## config.mk

```make
export PLATFORM = sky130hd
export DESIGN_NAME = led_blink_encoder_flat
export DESIGN_NICKNAME = d
export VERILOG_FILES = /design/src/rtl/led_blink_encoder_pkg.sv /design/src/rtl/led_blink_encoder_if.sv /design/src/rtl/led_blink_encoder_blink_tick.sv /design/src/rtl/led_blink_encoder.sv /design/src/flat_wrapper.sv
export SDC_FILE = /design/constraint.sdc
export NUM_CORES = 1
export LEC_CHECK = 0
export ABC_CLOCK_PERIOD_IN_PS = 4300
export CELL_PAD_IN_SITES_DETAIL_PLACEMENT = 1
export CELL_PAD_IN_SITES_GLOBAL_PLACEMENT = 2
export CORE_AREA = 2 2 49 86
export DETAILED_ROUTE_END_ITERATION = 16
export DIE_AREA = 0 0 51 88
export GPL_TIMING_DRIVEN = 0
export MAX_ROUTING_LAYER = met4
export PLACE_DENSITY_LB_ADDON = 0.12
export SETUP_SLACK_MARGIN = 0.02
export SYNTH_ARGS = -nofsm -noshare
export SYNTH_HDL_FRONTEND = slang
export SYNTH_HIERARCHICAL = 1
export SYNTH_SLANG_ARGS = --single-unit
export TNS_END_PERCENT = 100
```

## constraint.sdc

```tcl
create_clock -name sysclk -period 4.3 [get_ports sysclk]
set_input_delay 0.43 -clock sysclk [delete_from_list [all_inputs] [get_ports sysclk]]
set_output_delay 0.43 -clock sysclk [all_outputs]
set_load 0.05 [all_outputs]
```

## src/rtl/led_blink_encoder_pkg.sv

```systemverilog
// Shared definitions for the LED blink encoder.
//   blink_state_t : FSM state encoding (IDLE / ON / OFF)
//   phase_width() : width of the phase counter, sized so it can count
//                   up to max(on_ticks, off_ticks)-1 (never less than 1 bit)
package led_blink_encoder_pkg;

  typedef enum logic [1:0] {
    IDLE = 2'd0,
    ON   = 2'd1,
    OFF  = 2'd2
  } blink_state_t;

  function automatic int phase_width(input int on_ticks, input int off_ticks);
    int max_ticks;
    max_ticks = (on_ticks > off_ticks) ? on_ticks : off_ticks;
    return (max_ticks <= 2) ? 1 : $clog2(max_ticks);
  endfunction

endpackage

```

## src/rtl/led_blink_encoder_if.sv

```systemverilog
// Event/status bundle between control logic and the LED blink encoder.
//   evt      : event request into the encoder
//   led      : LED drive, active-high
//   busy     : encoder is mid-blink (not idle)
//   pending  : queued events not yet started
//   overflow : sticky, an event was dropped while the queue was full
// Modports: master = control logic side, slave = encoder side.
interface led_blink_encoder_if #(
  parameter int CNT_W = 4
);
  logic             evt;
  logic             led;
  logic             busy;
  logic [CNT_W-1:0] pending;
  logic             overflow;

  modport master (
    output evt,
    input  led,
    input  busy,
    input  pending,
    input  overflow
  );

  modport slave (
    input  evt,
    output led,
    output busy,
    output pending,
    output overflow
  );
endinterface

```

## src/rtl/led_blink_encoder_blink_tick.sv

```systemverilog
// Free-running prescaler for the blink encoder.
// Ports:
//   sysclk : system clock
//   rst    : synchronous active-high reset
//   clr    : synchronous clear, restarts the count so a phase starts aligned
//   tick   : one-cycle pulse while the count is all-ones
//            (one tick every 2^TICK_BITS cycles)
module blink_tick #(
  parameter int TICK_BITS = 16
) (
  input  logic sysclk,
  input  logic rst,
  input  logic clr,
  output logic tick
);

  logic [TICK_BITS-1:0] count_reg;

  always_ff @(posedge sysclk) begin
    if (rst || clr) begin
      count_reg <= '0;
    end else begin
      count_reg <= count_reg + 1'b1;
    end
  end

  assign tick = &count_reg;

endmodule

```

## src/rtl/led_blink_encoder.sv

```systemverilog
// LED blink encoder: turns single-cycle event pulses into visible blinks,
// one blink per event, queueing events that arrive mid-blink in a
// saturating pending counter.
// Ports:
//   sysclk : system clock
//   rst    : synchronous active-high reset (aborts a blink, drops the queue)
//   bus    : led_blink_encoder_if.slave (evt in; led, busy, pending,
//            overflow out)
// Build option: define EVT_EDGE_EN to count only rising edges of evt
// (registered, one extra cycle of latency); otherwise every high cycle of
// evt is one event.
module led_blink_encoder
  import led_blink_encoder_pkg::*;
#(
  parameter int TICK_BITS = 16,
  parameter int ON_TICKS  = 8,
  parameter int OFF_TICKS = 8,
  parameter int CNT_W     = 4
) (
  input  logic                  sysclk,
  input  logic                  rst,
  led_blink_encoder_if.slave    bus
);

  localparam int PHASE_W = phase_width(ON_TICKS, OFF_TICKS);
  localparam logic [PHASE_W-1:0] ON_LAST  = PHASE_W'(ON_TICKS - 1);
  localparam logic [PHASE_W-1:0] OFF_LAST = PHASE_W'(OFF_TICKS - 1);
  localparam logic [CNT_W-1:0]   CNT_MAX  = '1;

  blink_state_t       state_reg, state_next;
  logic [PHASE_W-1:0] phase_reg, phase_next;
  logic [CNT_W-1:0]   pending_reg, pending_next;
  logic               overflow_reg, overflow_next;
  logic               led_reg;
  logic               busy_reg;
  logic               tick;
  logic               tick_clr;
  logic               evt_inc;
  logic               evt_dec;

  // ---------------------------------------------------------------- events
`ifdef EVT_EDGE_EN
  logic evt_reg;
  logic evt_prev_reg;

  always_ff @(posedge sysclk) begin
    if (rst) begin
      evt_reg      <= 1'b0;
      evt_prev_reg <= 1'b0;
    end else begin
      evt_reg      <= bus.evt;
      evt_prev_reg <= evt_reg;
    end
  end

  assign evt_inc = evt_reg & ~evt_prev_reg;
`else
  assign evt_inc = bus.evt;
`endif

  // ------------------------------------------------------------- prescaler
  blink_tick #(
    .TICK_BITS (TICK_BITS)
  ) u_blink_tick (
    .sysclk (sysclk),
    .rst    (rst),
    .clr    (tick_clr),
    .tick   (tick)
  );

  // ------------------------------------------------------------------- FSM
  always_ff @(posedge sysclk) begin
    if (rst) begin
      state_reg <= IDLE;
      phase_reg <= '0;
      led_reg   <= 1'b0;
      busy_reg  <= 1'b0;
    end else begin
      state_reg <= state_next;
      phase_reg <= phase_next;
      // Outputs decoded from the next state so they change on the same
      // edge as the state register and come straight from flops.
      led_reg   <= (state_next == ON);
      busy_reg  <= (state_next != IDLE);
    end
  end

  always_comb begin
    state_next = state_reg;
    phase_next = phase_reg;
    tick_clr   = 1'b0;
    evt_dec    = 1'b0;
    unique case (state_reg)
      IDLE: begin
        if (pending_reg != '0) begin
          state_next = ON;
          phase_next = '0;
          tick_clr   = 1'b1;
          evt_dec    = 1'b1;
        end
      end
      ON: begin
        if (tick) begin
          if (phase_reg == ON_LAST) begin
            state_next = OFF;
            phase_next = '0;
            tick_clr   = 1'b1;
          end else begin
            phase_next = phase_reg + 1'b1;
          end
        end
      end
      OFF: begin
        if (tick) begin
          if (phase_reg == OFF_LAST) begin
            state_next = IDLE;
            phase_next = '0;
          end else begin
            phase_next = phase_reg + 1'b1;
          end
        end
      end
      default: begin
        state_next = IDLE;
        phase_next = '0;
      end
    endcase
  end

  // ------------------------------------------------------- pending counter
  always_comb begin
    pending_next  = pending_reg;
    overflow_next = overflow_reg;
    unique case ({evt_inc, evt_dec})
      2'b10: begin
        if (pending_reg == CNT_MAX) begin
          overflow_next = 1'b1;
        end else begin
          pending_next = pending_reg + 1'b1;
        end
      end
      2'b01:   pending_next = pending_reg - 1'b1;
      default: pending_next = pending_reg;
    endcase
  end

  always_ff @(posedge sysclk) begin
    if (rst) begin
      pending_reg  <= '0;
      overflow_reg <= 1'b0;
    end else begin
      pending_reg  <= pending_next;
      overflow_reg <= overflow_next;
    end
  end

  assign bus.led      = led_reg;
  assign bus.busy     = busy_reg;
  assign bus.pending  = pending_reg;
  assign bus.overflow = overflow_reg;

endmodule
```

## src/flat_wrapper.sv

```systemverilog
// flat-port wrapper written by rule: the top's interface ports become plain ports
module led_blink_encoder_flat import led_blink_encoder_pkg::*;
#(
  parameter int TICK_BITS = 16,
  parameter int ON_TICKS  = 8,
  parameter int OFF_TICKS = 8,
  parameter int CNT_W     = 4
)
  (sysclk, rst, bus_evt, bus_led, bus_busy, bus_pending, bus_overflow);
  led_blink_encoder_if #(.CNT_W(CNT_W)) bus_i ();
  input  logic sysclk;
  input  logic rst;
  input wire logic [$bits(bus_i.evt)-1:0] bus_evt;
  output wire logic [$bits(bus_i.led)-1:0] bus_led;
  output wire logic [$bits(bus_i.busy)-1:0] bus_busy;
  output wire logic [$bits(bus_i.pending)-1:0] bus_pending;
  output wire logic [$bits(bus_i.overflow)-1:0] bus_overflow;
  assign bus_i.evt = bus_evt;
  assign bus_led = bus_i.led;
  assign bus_busy = bus_i.busy;
  assign bus_pending = bus_i.pending;
  assign bus_overflow = bus_i.overflow;
  led_blink_encoder #(.TICK_BITS(TICK_BITS), .ON_TICKS(ON_TICKS), .OFF_TICKS(OFF_TICKS), .CNT_W(CNT_W)) u_core (.sysclk(sysclk), .rst(rst), .bus(bus_i));
endmodule
```

==> impl_results.html, run 1 <==
<table>
<tr><th>Metric</th><th>Value</th></tr>
<tr><th colspan="2">Outcome</th></tr>
<tr><td>Outcome</td><td>complete, no violations</td></tr>
<tr><th colspan="2">Setup path</th></tr>
<tr><td>Delay-heaviest family, CP</td><td>simple AND/OR/NAND/NOR gates</td></tr>
<tr><td>Worst R2R Setup Slack</td><td>1.53 ns</td></tr>
<tr><td>Largest fanout of any net on the critical path</td><td>8</td></tr>
<tr><td>Worst path required time</td><td>4.47 ns</td></tr>
<tr><td>Critical setup path kind</td><td>reg -&gt; reg</td></tr>
<tr><td>Slowest cell delay on critical path</td><td>0.55 ns</td></tr>
<tr><td>CP Capture Type</td><td>register</td></tr>
<tr><td>Arrival @ worst endpoint</td><td>2.94 ns</td></tr>
<tr><td>Worst Path Buf+Inv</td><td>1</td></tr>
<tr><td>Reg2Reg Depth</td><td>8</td></tr>
<tr><td>Highest-delay cell along the critical path</td><td>sky130_fd_sc_hd__nor4_2</td></tr>
<tr><td>Worst path cell trace</td><td>buf_2 -&gt; nor4_2 -&gt; nor2_1 -&gt; xor2_1 -&gt; ha_1 -&gt; or4_1 -&gt; a211oi_2 -&gt; mux2_1</td></tr>
<tr><td>Cell depth of the worst setup path</td><td>8</td></tr>
<tr><td>CP startpoint kind</td><td>register</td></tr>
<tr><th colspan="2">Floorplan</th></tr>
<tr><td>Total Die Area</td><td>4490 um^2</td></tr>
<tr><td>Die X-Extent</td><td>51 um</td></tr>
<tr><td>Die height</td><td>88 um</td></tr>
<tr><td>Number of standard-cell rows in the floorplan</td><td>30</td></tr>
<tr><td>Starting density of the core</td><td>37.1%</td></tr>
<tr><td>Count of pins on the block boundary</td><td>10</td></tr>
<tr><td>Placeable core area</td><td>3790 um^2</td></tr>
<tr><th colspan="2">CTS</th></tr>
<tr><td>Clock Sinks</td><td>28</td></tr>
<tr><td>Worst-skew pair later-pin latency</td><td>0.27 ns</td></tr>
<tr><td>Number of buffers added by the clock tree synthesis step</td><td>3</td></tr>
<tr><td>Number of resized instances in the post-cts repair step</td><td>0</td></tr>
<tr><td>CTS root buf</td><td>sky130_fd_sc_hd__clkbuf_8</td></tr>
<tr><td>Depth of the CTS H-tree</td><td>1</td></tr>
<tr><td># Post-CTS Setup Buffers</td><td>0</td></tr>
<tr><td>Maximum buffer depth of the clock tree</td><td>2</td></tr>
<tr><td>CTS Hold Bufs</td><td>0</td></tr>
<tr><td>Clock Pin Slew Worst Setup and Hold Paths</td><td>0.10 ns</td></tr>
<tr><td>TritonCTS clock tree</td><td>built</td></tr>
<tr><th colspan="2">Place</th></tr>
<tr><td>Port Buf Inserts</td><td>9</td></tr>
<tr><td>Pre-CTS worst setup slack</td><td>1.45 ns</td></tr>
<tr><td>Detail Placement HPWL</td><td>2680 um</td></tr>
<tr><td>Weighted congestion at the end of routability-driven global placement</td><td>0.760</td></tr>
<tr><th colspan="2">Finish</th></tr>
<tr><td>NumNets Final</td><td>180</td></tr>
<tr><td>Multi-input combinational cell area</td><td>815 um^2</td></tr>
<tr><td>Largest register FFs</td><td>16</td></tr>
<tr><td>Fillers</td><td>458</td></tr>
<tr><td>Area growth from synthesis to layout</td><td>15.7%</td></tr>
<tr><td>Share of final-layout standard cells stronger than drive strength 1</td><td>8.33%</td></tr>
<tr><td>Antenna cells</td><td>0</td></tr>
<tr><td>Sequential Area</td><td>561 um^2</td></tr>
<tr><th colspan="2">Routing</th></tr>
<tr><td>Via density per instance</td><td>5.72</td></tr>
<tr><td>1st-pass router iterations</td><td>4</td></tr>
<tr><td>Iteration-0 DRC Markers</td><td>31</td></tr>
<tr><td>Total vias in the final route</td><td>1,235</td></tr>
<tr><td>Average routed wire per standard cell</td><td>15.8 um</td></tr>
<tr><td>Final wirelength</td><td>3410 um</td></tr>
<tr><td>DRC</td><td>0</td></tr>
<tr><td>Antenna-violating nets left</td><td>0</td></tr>
<tr><th colspan="2">Hold path</th></tr>
<tr><td>Worst hold path type</td><td>reg -&gt; reg</td></tr>
<tr><td>Hold path cells</td><td>2</td></tr>
<tr><th colspan="2">STA</th></tr>
<tr><td>Post-route fraction of the period consumed by the critical path</td><td>64.5%</td></tr>
<tr><td>Transition time at the pin with the least slew margin</td><td>0.623 ns</td></tr>
<tr><td>Final Hold Fails</td><td>0</td></tr>
<tr><td>Total negative slack</td><td>0 ns</td></tr>
<tr><td>Maximum clock skew at final layout</td><td>0.00538 ns</td></tr>
<tr><td>Crit path time final</td><td>2.77 ns</td></tr>
<tr><td>Post-layout worst setup margin</td><td>1.53 ns</td></tr>
<tr><td>Worst relative slew slack</td><td>58.1%</td></tr>
<tr><td>Total count of max-transition violations in the final report</td><td>0</td></tr>
<tr><td>Final setup fails</td><td>0</td></tr>
<tr><td>Maximum clock frequency</td><td>361 MHz</td></tr>
<tr><td>Setup repair after global routing missed its margin</td><td>no</td></tr>
<tr><th colspan="2">Yosys</th></tr>
<tr><td>Async SR Flop Fraction</td><td>0%</td></tr>
<tr><td>Number of warnings issued by yosys</td><td>6</td></tr>
<tr><td>Top_reg_cell synth</td><td>sky130_fd_sc_hd__dfxtp_1</td></tr>
<tr><td>Synthesized instance count</td><td>155</td></tr>
<tr><td>Yosys reg bits</td><td>28</td></tr>
<tr><td>Number of library cell types mapped by synthesis</td><td>43</td></tr>
<tr><td>Synthesized net count</td><td>166</td></tr>
<tr><td>Number of enable flip-flop cells after synthesis</td><td>0</td></tr>
<tr><td>Post-Syn Area per Cell</td><td>9.07 um^2</td></tr>
<tr><td>Share of the yosys chip area belonging to registers</td><td>39.9%</td></tr>
<tr><td>Post-synthesis instance area</td><td>1410 um^2</td></tr>
<tr><th colspan="2">Global routing</th></tr>
<tr><td>Pin count of the biggest net entering global routing</td><td>17</td></tr>
<tr><td>Global route total overflow</td><td>0</td></tr>
<tr><td>First-pass GRT wire length</td><td>5810 um</td></tr>
<tr><td>Antenna violations before repair</td><td>0</td></tr>
<tr><td>Vias in the first global route</td><td>1,303</td></tr>
<tr><td>GRT Util Overall</td><td>17.4%</td></tr>
<tr><th colspan="2">Power</th></tr>
<tr><td>P per Cell Area</td><td>548 nW/um^2</td></tr>
<tr><td>Leak pwr</td><td>0.571 nW</td></tr>
<tr><td>Total power draw</td><td>0.892 mW</td></tr>
<tr><td>Maximum resistive drop on vdd</td><td>312 uV</td></tr>
<tr><th colspan="2">Flow run</th></tr>
<tr><td>Number of max-cap violations</td><td>0</td></tr>
</table>
-- path summary, 6_finish.rpt --
path,startpoint,to
setup / recovery,u_core/bus.pending[1],u_core/bus.pending[2]
hold / removal,u_core/bus.overflow,u_core/bus.overflow
setup reg to reg,u_core/bus.pending[1],u_core/bus.pending[2]
hold reg to reg,u_core/bus.overflow,u_core/bus.overflow
-- final cells by class --
cell class,count,area share [%]
buffer,3,0.769
inverter,5,1.15
clock buffer,3,2.54
sequential,28,34.4
timing repair buffer,9,5.53
clock inverter,1,1.84
tap,48,3.69
multi-input combinational,119,50.0
-- logic make-up after synthesis --
group / count (synthesis) / synth area share (%)
adders and majority gates: 8 / 7.12
muxes: 5 / 3.65
and+or+nand+nor: 61 / 24.9
AOI/OAI and AO/OA: 41 / 19.8
buffers and inverters: 8 / 2.22
xor gates and xnor gates: 4 / 2.49
DFF: 28 / 39.9
-- through the flow --
| stage | utilization, % | cell area (um^2) | hold WS, ns | std cells |
|---|---|---|---|---|
| 6_report | 42.9 | 1630 | 0.487 | 216 |
| 5_1_grt | 42.9 | 1630 | 0.521 | 216 |
| 4_1_cts | 42.9 | 1630 | 0.496 | 216 |
| 3_5_place_dp | 41.1 | 1560 | 0.476 | 212 |
| 3_3_place_gp | 41.1 | 1560 | 0.458 | 212 |
| 2_1_floorplan | - | 1410 | 0.441 | 155 |
-- Yosys cell counts (5+ instances only) --
cell / number / area, um^2
sky130_fd_sc_hd__dfxtp_1: 28 / 561
sky130_fd_sc_hd__ha_1: 8 / 100
sky130_fd_sc_hd__inv_1: 5 / 18.8
sky130_fd_sc_hd__or3_1: 7 / 43.8
sky130_fd_sc_hd__nor2_1: 12 / 45.0
sky130_fd_sc_hd__o21ai_0: 6 / 30.0
sky130_fd_sc_hd__nor4_1: 5 / 31.3
sky130_fd_sc_hd__nand3_1: 5 / 25.0
sky130_fd_sc_hd__a21oi_1: 11 / 55.1
sky130_fd_sc_hd__nand2_1: 11 / 41.3
sky130_fd_sc_hd__or4_1: 5 / 37.5
sky130_fd_sc_hd__o31ai_1: 5 / 37.5
-- layer usage --
layer / vias to the layer above / GRT usage, % / share of wire [%]
met5: - / - / 0
met4: 0 / 5.90 / 1.1
met3: 4 / 1.71 / 1.3
met2: 11 / 35.9 / 60
met1: 609 / 15.5 / 37
li1: 611 / - / -
-- worst reg2reg max path: stages (launching register included) --
cell and delay (ns):
sky130_fd_sc_hd__dfxtp_1 0.32, sky130_fd_sc_hd__buf_2 0.16, sky130_fd_sc_hd__nor4_2 0.55, sky130_fd_sc_hd__nor2_1 0.13, sky130_fd_sc_hd__xor2_1 0.17, sky130_fd_sc_hd__ha_1 0.19, sky130_fd_sc_hd__or4_1 0.53, sky130_fd_sc_hd__a211oi_2 0.27
sky130_fd_sc_hd__mux2_1 0.34
-- power breakdown --
part	switching [mW]	internal (mW)
Clock	0.0818	0.125
Sequential	0.0417	0.292
Combinational	0.212	0.140
Total	0.335	0.557
-- placed cells by master, fill, tap and decap left out, types with 3 or more instances in the layout --
cell type,count
sky130_fd_sc_hd__a21oi_1,11
sky130_fd_sc_hd__a22oi_1,4
sky130_fd_sc_hd__clkbuf_8,3
sky130_fd_sc_hd__clkdlybuf4s50_1,9
sky130_fd_sc_hd__dfxtp_1,28
sky130_fd_sc_hd__ha_1,8
sky130_fd_sc_hd__inv_1,5
sky130_fd_sc_hd__mux2i_1,4
sky130_fd_sc_hd__nand2_1,11
sky130_fd_sc_hd__nand3_1,5
sky130_fd_sc_hd__nand4_1,3
sky130_fd_sc_hd__nor2_1,12
sky130_fd_sc_hd__nor4_1,5
sky130_fd_sc_hd__o21ai_0,6
sky130_fd_sc_hd__o31ai_1,5
sky130_fd_sc_hd__or3_1,7
sky130_fd_sc_hd__or4_1,5
sky130_fd_sc_hd__xor2_1,3
Note: power is estimated with default switching activity, not from simulation.
==> run 2, diff against run 1 <==
--- a/config.mk
+++ b/config.mk
@@ -5,12 +5,12 @@
 export SDC_FILE = /design/constraint.sdc
 export NUM_CORES = 1
 export LEC_CHECK = 0
-export ABC_CLOCK_PERIOD_IN_PS = 4300
+export ABC_CLOCK_PERIOD_IN_PS = 2900
 export CELL_PAD_IN_SITES_DETAIL_PLACEMENT = 1
 export CELL_PAD_IN_SITES_GLOBAL_PLACEMENT = 2
-export CORE_AREA = 2 2 49 86
+export CORE_AREA = 2 2 51 88
 export DETAILED_ROUTE_END_ITERATION = 16
-export DIE_AREA = 0 0 51 88
+export DIE_AREA = 0 0 53 90
 export GPL_TIMING_DRIVEN = 0
 export MAX_ROUTING_LAYER = met4
 export PLACE_DENSITY_LB_ADDON = 0.12
==> constraint.sdc (replaced) <==
create_clock -name sysclk -period 2.9 [get_ports sysclk]
set_input_delay 0.29 -clock sysclk [delete_from_list [all_inputs] [get_ports sysclk]]
set_output_delay 0.29 -clock sysclk [all_outputs]
set_load 0.05 [all_outputs]
==> impl_results.html, run 2 (synthesized netlist as in run 1, its figures left out) <==
<table>
<tr><th>Metric</th><th>Value</th></tr>
<tr><th colspan="2">Routing</th></tr>
<tr><td>1st-pass router iterations</td><td>4 (unchanged)</td></tr>
<tr><td>Antenna-violating nets left</td><td>0 (unchanged)</td></tr>
<tr><td>Final wirelength</td><td>3540 um (+3.8%)</td></tr>
<tr><td>Via density per instance</td><td>5.74 (+0.35%)</td></tr>
<tr><td>DRC</td><td>0 (unchanged)</td></tr>
<tr><td>Average routed wire per standard cell</td><td>16.3 um (+3.3%)</td></tr>
<tr><td>Iteration-0 DRC Markers</td><td>14 (-55%)</td></tr>
<tr><td>Total vias in the final route</td><td>1,245 (+0.81%)</td></tr>
<tr><th colspan="2">CTS</th></tr>
<tr><td>Depth of the CTS H-tree</td><td>1 (unchanged)</td></tr>
<tr><td>Number of buffers added by the clock tree synthesis step</td><td>3 (unchanged)</td></tr>
<tr><td>TritonCTS clock tree</td><td>built</td></tr>
<tr><td>Clock Pin Slew Worst Setup and Hold Paths</td><td>0.09 ns (about the same)</td></tr>
<tr><td>CTS Hold Bufs</td><td>0 (unchanged)</td></tr>
<tr><td>CTS root buf</td><td>sky130_fd_sc_hd__clkbuf_8</td></tr>
<tr><td>Worst-skew pair later-pin latency</td><td>0.27 ns (about the same)</td></tr>
<tr><td>Clock Sinks</td><td>28 (unchanged)</td></tr>
<tr><td>Maximum buffer depth of the clock tree</td><td>2 (unchanged)</td></tr>
<tr><th colspan="2">Place</th></tr>
<tr><td>Port Buf Inserts</td><td>9 (unchanged)</td></tr>
<tr><td>Placed cell areas</td><td>1560 um^2 (about the same)</td></tr>
<tr><td>Detail Placement HPWL</td><td>2800 um (+4.5%)</td></tr>
<tr><td>Weighted congestion at the end of routability-driven global placement</td><td>0.738 (-2.8%)</td></tr>
<tr><th colspan="2">Hold path</th></tr>
<tr><td>Worst hold path type</td><td>reg -&gt; reg</td></tr>
<tr><td>Hold path cells</td><td>2 (unchanged)</td></tr>
<tr><td>Worst hold path endpoint</td><td>u_core/u_blink_tick/count_reg[15]</td></tr>
<tr><td>Beginning of the worst hold path</td><td>u_core/u_blink_tick/count_reg[15]</td></tr>
<tr><th colspan="2">Setup path</th></tr>
<tr><td>CP startpoint kind</td><td>register</td></tr>
<tr><td>CP Capture Type</td><td>register</td></tr>
<tr><td>Reg2Reg Depth</td><td>9 (+1)</td></tr>
<tr><td>Largest fanout of any net on the critical path</td><td>9 (+1)</td></tr>
<tr><td>Critical setup path kind</td><td>reg -&gt; reg</td></tr>
<tr><td>Arrival @ worst endpoint</td><td>2.82 ns (-0.12 ns)</td></tr>
<tr><td>End of the worst register-to-register path</td><td>u_core/bus.pending[2]</td></tr>
<tr><td>Origin of the critical flop-to-flop path</td><td>u_core/state_reg[0]</td></tr>
<tr><td>Worst R2R Setup Slack</td><td>0.24 ns (-1.29 ns)</td></tr>
<tr><td>Worst path required time</td><td>3.06 ns (-1.41 ns)</td></tr>
<tr><th colspan="2">Global routing</th></tr>
<tr><td>Global route total overflow</td><td>0 (unchanged)</td></tr>
<tr><td>Antenna violations before repair</td><td>0 (unchanged)</td></tr>
<tr><td>Pin count of the biggest net entering global routing</td><td>16 (-1)</td></tr>
<tr><td>GRT Util Overall</td><td>17.1% (-0.27 points)</td></tr>
<tr><td>First-pass GRT wire length</td><td>6180 um (+6.3%)</td></tr>
<tr><td>Vias in the first global route</td><td>1,344 (+3.1%)</td></tr>
<tr><th colspan="2">Power</th></tr>
<tr><td>Leak pwr</td><td>0.568 nW (-0.56%)</td></tr>
<tr><td>P per Cell Area</td><td>780 nW/um^2 (+42%)</td></tr>
<tr><td>Total power draw</td><td>1.27 mW (+42%)</td></tr>
<tr><td>Maximum resistive drop on vdd</td><td>453 uV (+45%)</td></tr>
<tr><th colspan="2">Finish</th></tr>
<tr><td>Antenna cells</td><td>0 (unchanged)</td></tr>
<tr><td>Area growth from synthesis to layout</td><td>15.3%</td></tr>
<tr><td>Most common library cell in the layout ignoring fill and taps</td><td>sky130_fd_sc_hd__dfxtp_1</td></tr>
<tr><td>Share of final-layout standard cells stronger than drive strength 1</td><td>8.33% (unchanged)</td></tr>
<tr><td>NumNets Final</td><td>180 (unchanged)</td></tr>
<tr><td>Summed area of non-filler cells in the final layout</td><td>1620 um^2 (-0.38%)</td></tr>
<tr><td>Largest register FFs</td><td>16 (unchanged)</td></tr>
<tr><td>Commonest non-fill, non-tap cells in the layout</td><td>28 x sky130_fd_sc_hd__dfxtp_1, 12 x sky130_fd_sc_hd__nor2_1, 11 x sky130_fd_sc_hd__nand2_1, 11 x sky130_fd_sc_hd__a21oi_1, 9 x sky130_fd_sc_hd__clkdlybuf4s50_1</td></tr>
<tr><th colspan="2">STA</th></tr>
<tr><td>Total negative slack</td><td>0 ns (unchanged)</td></tr>
<tr><td>Maximum clock skew at final layout</td><td>0.00227 ns (-0.00310 ns)</td></tr>
<tr><td>Crit path time final</td><td>2.66 ns (-0.111 ns)</td></tr>
<tr><td>Worst relative slew slack</td><td>60.8% (+2.7 points)</td></tr>
<tr><td>Final setup fails</td><td>0 (unchanged)</td></tr>
<tr><td>Transition time at the pin with the least slew margin</td><td>0.583 ns (-0.0408 ns)</td></tr>
<tr><td>Post-route fraction of the period consumed by the critical path</td><td>91.8% (+27 points)</td></tr>
<tr><td>Total count of max-transition violations in the final report</td><td>0 (unchanged)</td></tr>
<tr><td>Final Hold Fails</td><td>0 (unchanged)</td></tr>
<tr><td>Worst hold slack after final layout</td><td>0.484 ns (-0.00369 ns)</td></tr>
<tr><td>Setup repair after global routing missed its margin</td><td>no</td></tr>
<tr><td>Maximum clock frequency</td><td>376 MHz (+4.2%)</td></tr>
<tr><th colspan="2">Floorplan</th></tr>
<tr><td>Placeable core area</td><td>4070 um^2 (+7.4%)</td></tr>
<tr><td>Count of pins on the block boundary</td><td>10 (unchanged)</td></tr>
<tr><td>Starting density of the core</td><td>34.5% (-2.6 points)</td></tr>
<tr><td>Number of standard-cell rows in the floorplan</td><td>31 (+3.3%)</td></tr>
<tr><td>Total Die Area</td><td>4770 um^2 (+6.3%)</td></tr>
<tr><td>Die height</td><td>90 um (+2.3%)</td></tr>
<tr><td>Die X-Extent</td><td>53 um (+3.9%)</td></tr>
<tr><th colspan="2">Flow run</th></tr>
<tr><td>Number of max-cap violations</td><td>0 (unchanged)</td></tr>
<tr><th colspan="2">Outcome</th></tr>
<tr><td>Outcome</td><td>complete, no violations</td></tr>
</table>
-- run 2: worst max-delay path, stage by stage (launching register included) --
cell,delay [ns]
sky130_fd_sc_hd__dfxtp_1,0.40
sky130_fd_sc_hd__inv_1,0.10
sky130_fd_sc_hd__ha_1,0.31
sky130_fd_sc_hd__nand2b_1,0.19
sky130_fd_sc_hd__nor2_1,0.07
sky130_fd_sc_hd__xor2_1,0.16
sky130_fd_sc_hd__ha_1,0.19
sky130_fd_sc_hd__or4_1,0.52
sky130_fd_sc_hd__a211oi_2,0.25
sky130_fd_sc_hd__mux2_1,0.36
-- run 2: how the worst max path moves through the flow --
stage                                                start                          endpoint  slack [ns]  depth (start not counted)
after floorplan                      u_core/bus.pending[1]             u_core/bus.pending[2]        0.20                          8
after global placement               u_core/bus.pending[1]             u_core/bus.pending[2]        0.18                          8
after detailed placement             u_core/bus.pending[1]             u_core/bus.pending[2]        0.08                          8
after CTS                            u_core/bus.pending[1]             u_core/bus.pending[2]        0.07                          8
after global routing      u_core/u_blink_tick/count_reg[0]  u_core/u_blink_tick/count_reg[2]        0.08                          7
final                                  u_core/state_reg[0]             u_core/bus.pending[2]        0.24                          9
-- run 2: area by class of cell --
class / instances / area (um^2)
Buffer: 3 / 12.5
Inverter: 5 / 18.8
Tap cell: 49 / 61.3
Sequential cell: 28 / 561
Fill cell: 497 / 2450
Multi-Input combinational cell: 119 / 823
Clock buffer: 4 / 55.1
Timing Repair Buffer: 9 / 90.1
-- run 2: layer usage --
layer / vias to the layer above / GRT usage (%) / share of wire [%] / wire (um)
met5: - / - / 0 / 0
met4: 0 / 5.13 / 0.82 / 29
met3: 2 / 1.50 / 1.1 / 38
met2: 7 / 32.8 / 61 / 2170
li1: 609 / - / - / -
met1: 627 / 17.1 / 37 / 1300
-- run 2: what timing repair did --
action | CTS | global route
hold endpoints to repair | 0 | 0
endpoints found under the setup margin | 0 | 1
buffers inserted | 0 | 0
gates resized for setup | 0 | 1
-- run 2: through the flow --
stage,setup WS (ns),utilization [%],cells
after global routing,0.0799,39.8,217
after floorplan,0.203,-,155
after CTS,0.0725,39.6,217
after global placement,0.180,38.2,213
final,0.238,39.8,217
after detailed placement,0.0817,38.2,213
-- run 2: where the power goes --
part | leakage [nW] | internal [mW] | total [mW] | switching (mW)
Sequential | 0.227 | 0.432 | 0.498 | 0.0656
Combinational | 0.312 | 0.216 | 0.531 | 0.315
Clock | 0.0288 | 0.121 | 0.236 | 0.115
Total | 0.568 | 0.770 | 1.27 | 0.495
==> run 3, diff against run 2 <==
--- a/config.mk
+++ b/config.mk
@@ -7,10 +7,10 @@
 export LEC_CHECK = 0
 export ABC_CLOCK_PERIOD_IN_PS = 2900
 export CELL_PAD_IN_SITES_DETAIL_PLACEMENT = 1
-export CELL_PAD_IN_SITES_GLOBAL_PLACEMENT = 2
-export CORE_AREA = 2 2 51 88
+export CELL_PAD_IN_SITES_GLOBAL_PLACEMENT = 1
+export CORE_AREA = 2 2 46 80
 export DETAILED_ROUTE_END_ITERATION = 16
-export DIE_AREA = 0 0 53 90
+export DIE_AREA = 0 0 48 82
 export GPL_TIMING_DRIVEN = 0
 export MAX_ROUTING_LAYER = met4
 export PLACE_DENSITY_LB_ADDON = 0.12
==> impl_results.html, run 3 (synthesized netlist as in run 1, its figures left out) <==
<table>
<tr><th>Metric</th><th>Value</th></tr>
<tr><th colspan="2">Finish</th></tr>
<tr><td>NumNets Final</td><td>180 (unchanged)</td></tr>
<tr><td>Share of final-layout standard cells stronger than drive strength 1</td><td>8.33% (unchanged)</td></tr>
<tr><td>Fillers</td><td>406 (-18%)</td></tr>
<tr><td>Number of standard cells in the final layout excluding fillers</td><td>213 (-1.8%)</td></tr>
<tr><td>Most common library cell in the layout ignoring fill and taps</td><td>sky130_fd_sc_hd__dfxtp_1</td></tr>
<tr><td>Share of the core filled with cells in the final layout</td><td>48.6% (+8.8 points)</td></tr>
<tr><td>Largest register FFs</td><td>16 (unchanged)</td></tr>
<tr><td>Commonest non-fill, non-tap cells in the layout</td><td>28 x sky130_fd_sc_hd__dfxtp_1, 12 x sky130_fd_sc_hd__nor2_1, 11 x sky130_fd_sc_hd__nand2_1, 11 x sky130_fd_sc_hd__a21oi_1, 9 x sky130_fd_sc_hd__clkdlybuf4s50_1</td></tr>
<tr><td>Area growth from synthesis to layout</td><td>14.9%</td></tr>
<tr><td>Antenna cells</td><td>0 (unchanged)</td></tr>
<tr><th colspan="2">Setup path</th></tr>
<tr><td>Worst path required time</td><td>3.06 ns (about the same)</td></tr>
<tr><td>Critical setup path kind</td><td>reg -&gt; reg</td></tr>
<tr><td>Worst Path Buf+Inv</td><td>1 (unchanged)</td></tr>
<tr><td>Highest-delay cell along the critical path</td><td>sky130_fd_sc_hd__or4_1</td></tr>
<tr><td>Worst path cell trace</td><td>inv_1 -&gt; ha_1 -&gt; nand2b_1 -&gt; nor2_1 -&gt; xor2_1 -&gt; ha_1 -&gt; or4_1 -&gt; a211oi_2 -&gt; mux2_1</td></tr>
<tr><td>Delay-heaviest family, CP</td><td>simple AND/OR/NAND/NOR gates</td></tr>
<tr><td>Arrival @ worst endpoint</td><td>2.78 ns (-0.04 ns)</td></tr>
<tr><td>Slowest cell delay on critical path</td><td>0.52 ns (about the same)</td></tr>
<tr><td>CP Capture Type</td><td>register</td></tr>
<tr><td>Largest fanout of any net on the critical path</td><td>9 (unchanged)</td></tr>
<tr><td>CP startpoint kind</td><td>register</td></tr>
<tr><td>Cell seen most often among critical-path stages</td><td>sky130_fd_sc_hd__ha_1</td></tr>
<tr><th colspan="2">Routing</th></tr>
<tr><td>Total vias in the final route</td><td>1,225 (-1.6%)</td></tr>
<tr><td>DR WL met3</td><td>39 um (+2.6%)</td></tr>
<tr><td>Antenna-violating nets left</td><td>0 (unchanged)</td></tr>
<tr><td>DRC</td><td>0 (unchanged)</td></tr>
<tr><td>Routed wl met2</td><td>1990 um (-8.1%)</td></tr>
<tr><td>Average routed wire per standard cell</td><td>15.5 um (-4.7%)</td></tr>
<tr><td>Met1 WL</td><td>1230 um (-5.5%)</td></tr>
<tr><td>1st-pass router iterations</td><td>3 (-1)</td></tr>
<tr><td>Via density per instance</td><td>5.75 (+0.24%)</td></tr>
<tr><td>Iteration-0 DRC Markers</td><td>17 (+3)</td></tr>
<tr><td>Highest metal used</td><td>met4</td></tr>
<tr><td>Final wirelength</td><td>3310 um (-6.4%)</td></tr>
<tr><th colspan="2">Power</th></tr>
<tr><td>Relative contribution of sequential cells to total power</td><td>39.3% (about the same)</td></tr>
<tr><td>Total net switching power</td><td>0.493 mW (-0.36%)</td></tr>
<tr><td>Total power draw</td><td>1.26 mW (-0.11%)</td></tr>
<tr><td>Sw Share</td><td>39.0% (-0.096 points)</td></tr>
<tr><td>Part of the total power dissipated in combinational logic</td><td>41.9% (about the same)</td></tr>
<tr><td>Maximum resistive drop on vdd</td><td>402 uV (-11%)</td></tr>
<tr><td>Share of power burned in the clock network</td><td>18.8% (about the same)</td></tr>
<tr><td>Leak pwr</td><td>0.568 nW (unchanged)</td></tr>
<tr><td>Total internal power</td><td>0.770 mW (about the same)</td></tr>
<tr><td>P per Cell Area</td><td>782 nW/um^2 (+0.20%)</td></tr>
<tr><th colspan="2">Floorplan</th></tr>
<tr><td>Count of pins on the block boundary</td><td>10 (unchanged)</td></tr>
<tr><td>Total Die Area</td><td>3940 um^2 (-17%)</td></tr>
<tr><td>Starting density of the core</td><td>42.3% (+7.7 points)</td></tr>
<tr><td>Die X-Extent</td><td>48 um (-9.4%)</td></tr>
<tr><td>Placeable core area</td><td>3330 um^2 (-18%)</td></tr>
<tr><td>Number of standard-cell rows in the floorplan</td><td>28 (-9.7%)</td></tr>
<tr><td>Die height</td><td>82 um (-8.9%)</td></tr>
<tr><th colspan="2">STA</th></tr>
<tr><td>Crit path time final</td><td>2.62 ns (-0.0449 ns)</td></tr>
<tr><td>Final Hold Fails</td><td>0 (unchanged)</td></tr>
<tr><td>Worst hold slack after final layout</td><td>0.484 ns (+0.000608 ns)</td></tr>
<tr><td>Transition time at the pin with the least slew margin</td><td>0.616 ns (+0.0337 ns)</td></tr>
<tr><td>Final setup fails</td><td>0 (unchanged)</td></tr>
<tr><td>Worst relative slew slack</td><td>58.5% (-2.3 points)</td></tr>
<tr><td>Total count of max-transition violations in the final report</td><td>0 (unchanged)</td></tr>
<tr><td>Maximum clock frequency</td><td>382 MHz (+1.7%)</td></tr>
<tr><td>Post-route fraction of the period consumed by the critical path</td><td>90.3% (-1.5 points)</td></tr>
<tr><td>Total negative slack</td><td>0 ns (unchanged)</td></tr>
<tr><td>Setup repair after global routing missed its margin</td><td>no</td></tr>
<tr><td>Maximum clock skew at final layout</td><td>0.00333 ns (+0.00106 ns)</td></tr>
<tr><th colspan="2">CTS</th></tr>
<tr><td>Maximum buffer depth of the clock tree</td><td>2 (unchanged)</td></tr>
<tr><td>TritonCTS clock tree</td><td>built</td></tr>
<tr><td>Clock Pin Slew Worst Setup and Hold Paths</td><td>0.09 ns (about the same)</td></tr>
<tr><td>CTS root buf</td><td>sky130_fd_sc_hd__clkbuf_8</td></tr>
<tr><td>Number of buffers added by the clock tree synthesis step</td><td>3 (unchanged)</td></tr>
<tr><td>Worst-skew pair later-pin latency</td><td>0.27 ns (about the same)</td></tr>
<tr><td># Post-CTS Setup Buffers</td><td>0 (unchanged)</td></tr>
<tr><td>Clock Sinks</td><td>28 (unchanged)</td></tr>
<tr><td>Depth of the CTS H-tree</td><td>1 (unchanged)</td></tr>
<tr><th colspan="2">Outcome</th></tr>
<tr><td>Outcome</td><td>complete, no violations</td></tr>
<tr><th colspan="2">Place</th></tr>
<tr><td>Weighted congestion at the end of routability-driven global placement</td><td>0.746 (+1.1%)</td></tr>
<tr><td>Detail Placement HPWL</td><td>2630 um (-6.0%)</td></tr>
<tr><td>Port Buf Inserts</td><td>9 (unchanged)</td></tr>
<tr><td>Dpl cells</td><td>209 (-1.9%)</td></tr>
<tr><th colspan="2">Flow run</th></tr>
<tr><td>Number of max-cap violations</td><td>0 (unchanged)</td></tr>
<tr><th colspan="2">Global routing</th></tr>
<tr><td>Pin count of the biggest net entering global routing</td><td>16 (unchanged)</td></tr>
<tr><td>GRT Util Overall</td><td>20.4% (+3.3 points)</td></tr>
<tr><td>Antenna violations before repair</td><td>0 (unchanged)</td></tr>
<tr><td>Vias in the first global route</td><td>1,281 (-4.7%)</td></tr>
<tr><td>First-pass GRT wire length</td><td>5690 um (-7.9%)</td></tr>
<tr><td>Global route total overflow</td><td>0 (unchanged)</td></tr>
<tr><th colspan="2">Hold path</th></tr>
<tr><td>Worst hold path type</td><td>reg -&gt; reg</td></tr>
</table>
run 3: area by class of cell:
type                            instances  area (um^2)  area share (%)
Clock buffer                            4         55.1            3.41
Buffer                                  3         12.5           0.774
Inverter                                5         18.8            1.16
Timing Repair Buffer                    9         90.1            5.57
Tap cell                               45         56.3            3.48
Sequential cell                        28          561            34.7
Multi-Input combinational cell        119          823            50.9
run 3: power by group through the flow:
| stage | sequential, mW | clock (mW) | combinational, mW |
|---|---|---|---|
| floorplan | 0.578 | 0 | 0.293 |
| global placement | 0.497 | 0 | 0.501 |
| detailed placement | 0.502 | 0 | 0.525 |
| CTS | 0.493 | 0.247 | 0.528 |
| global route | 0.507 | 0.264 | 0.582 |
| finish | 0.497 | 0.237 | 0.530 |
run 3: final timing paths:
kind,slack (ns),endpoint,start,depth (start not counted)
worst max-delay path,0.28,u_core/bus.pending[2],u_core/state_reg[0],9
worst min-delay path,0.48,u_core/bus.overflow,u_core/bus.overflow,2
worst max register to register,0.28,u_core/bus.pending[2],u_core/state_reg[0],9
worst min register to register,0.48,u_core/bus.overflow,u_core/bus.overflow,2
run 3: what timing repair did:
item                                    CTS  global route
hold buffers                              0             0
endpoints found under the setup margin    0             1
resized for setup                         0             1
run 3: layer usage:
metal	up-vias	GRT usage [%]
li1	612	-
met5	-	-
met1	600	19.4
met3	4	2.64
met2	9	38.5
met4	0	7.57
run 3: tightest hold or removal path, delay by kind of cell (launching register included):
family          cells  cell delay (ns)
compound gates      1             0.04
flops               1             0.34
simple gates        1             0.07
run 3: metrics by stage:
step / area, um^2 / setup slack [ns]
after global routing: 1620 / 0.0649
after detailed placement: 1550 / 0.129
after CTS: 1610 / 0.117
final: 1620 / 0.283
after global placement: 1550 / 0.193
after floorplan: 1410 / 0.203
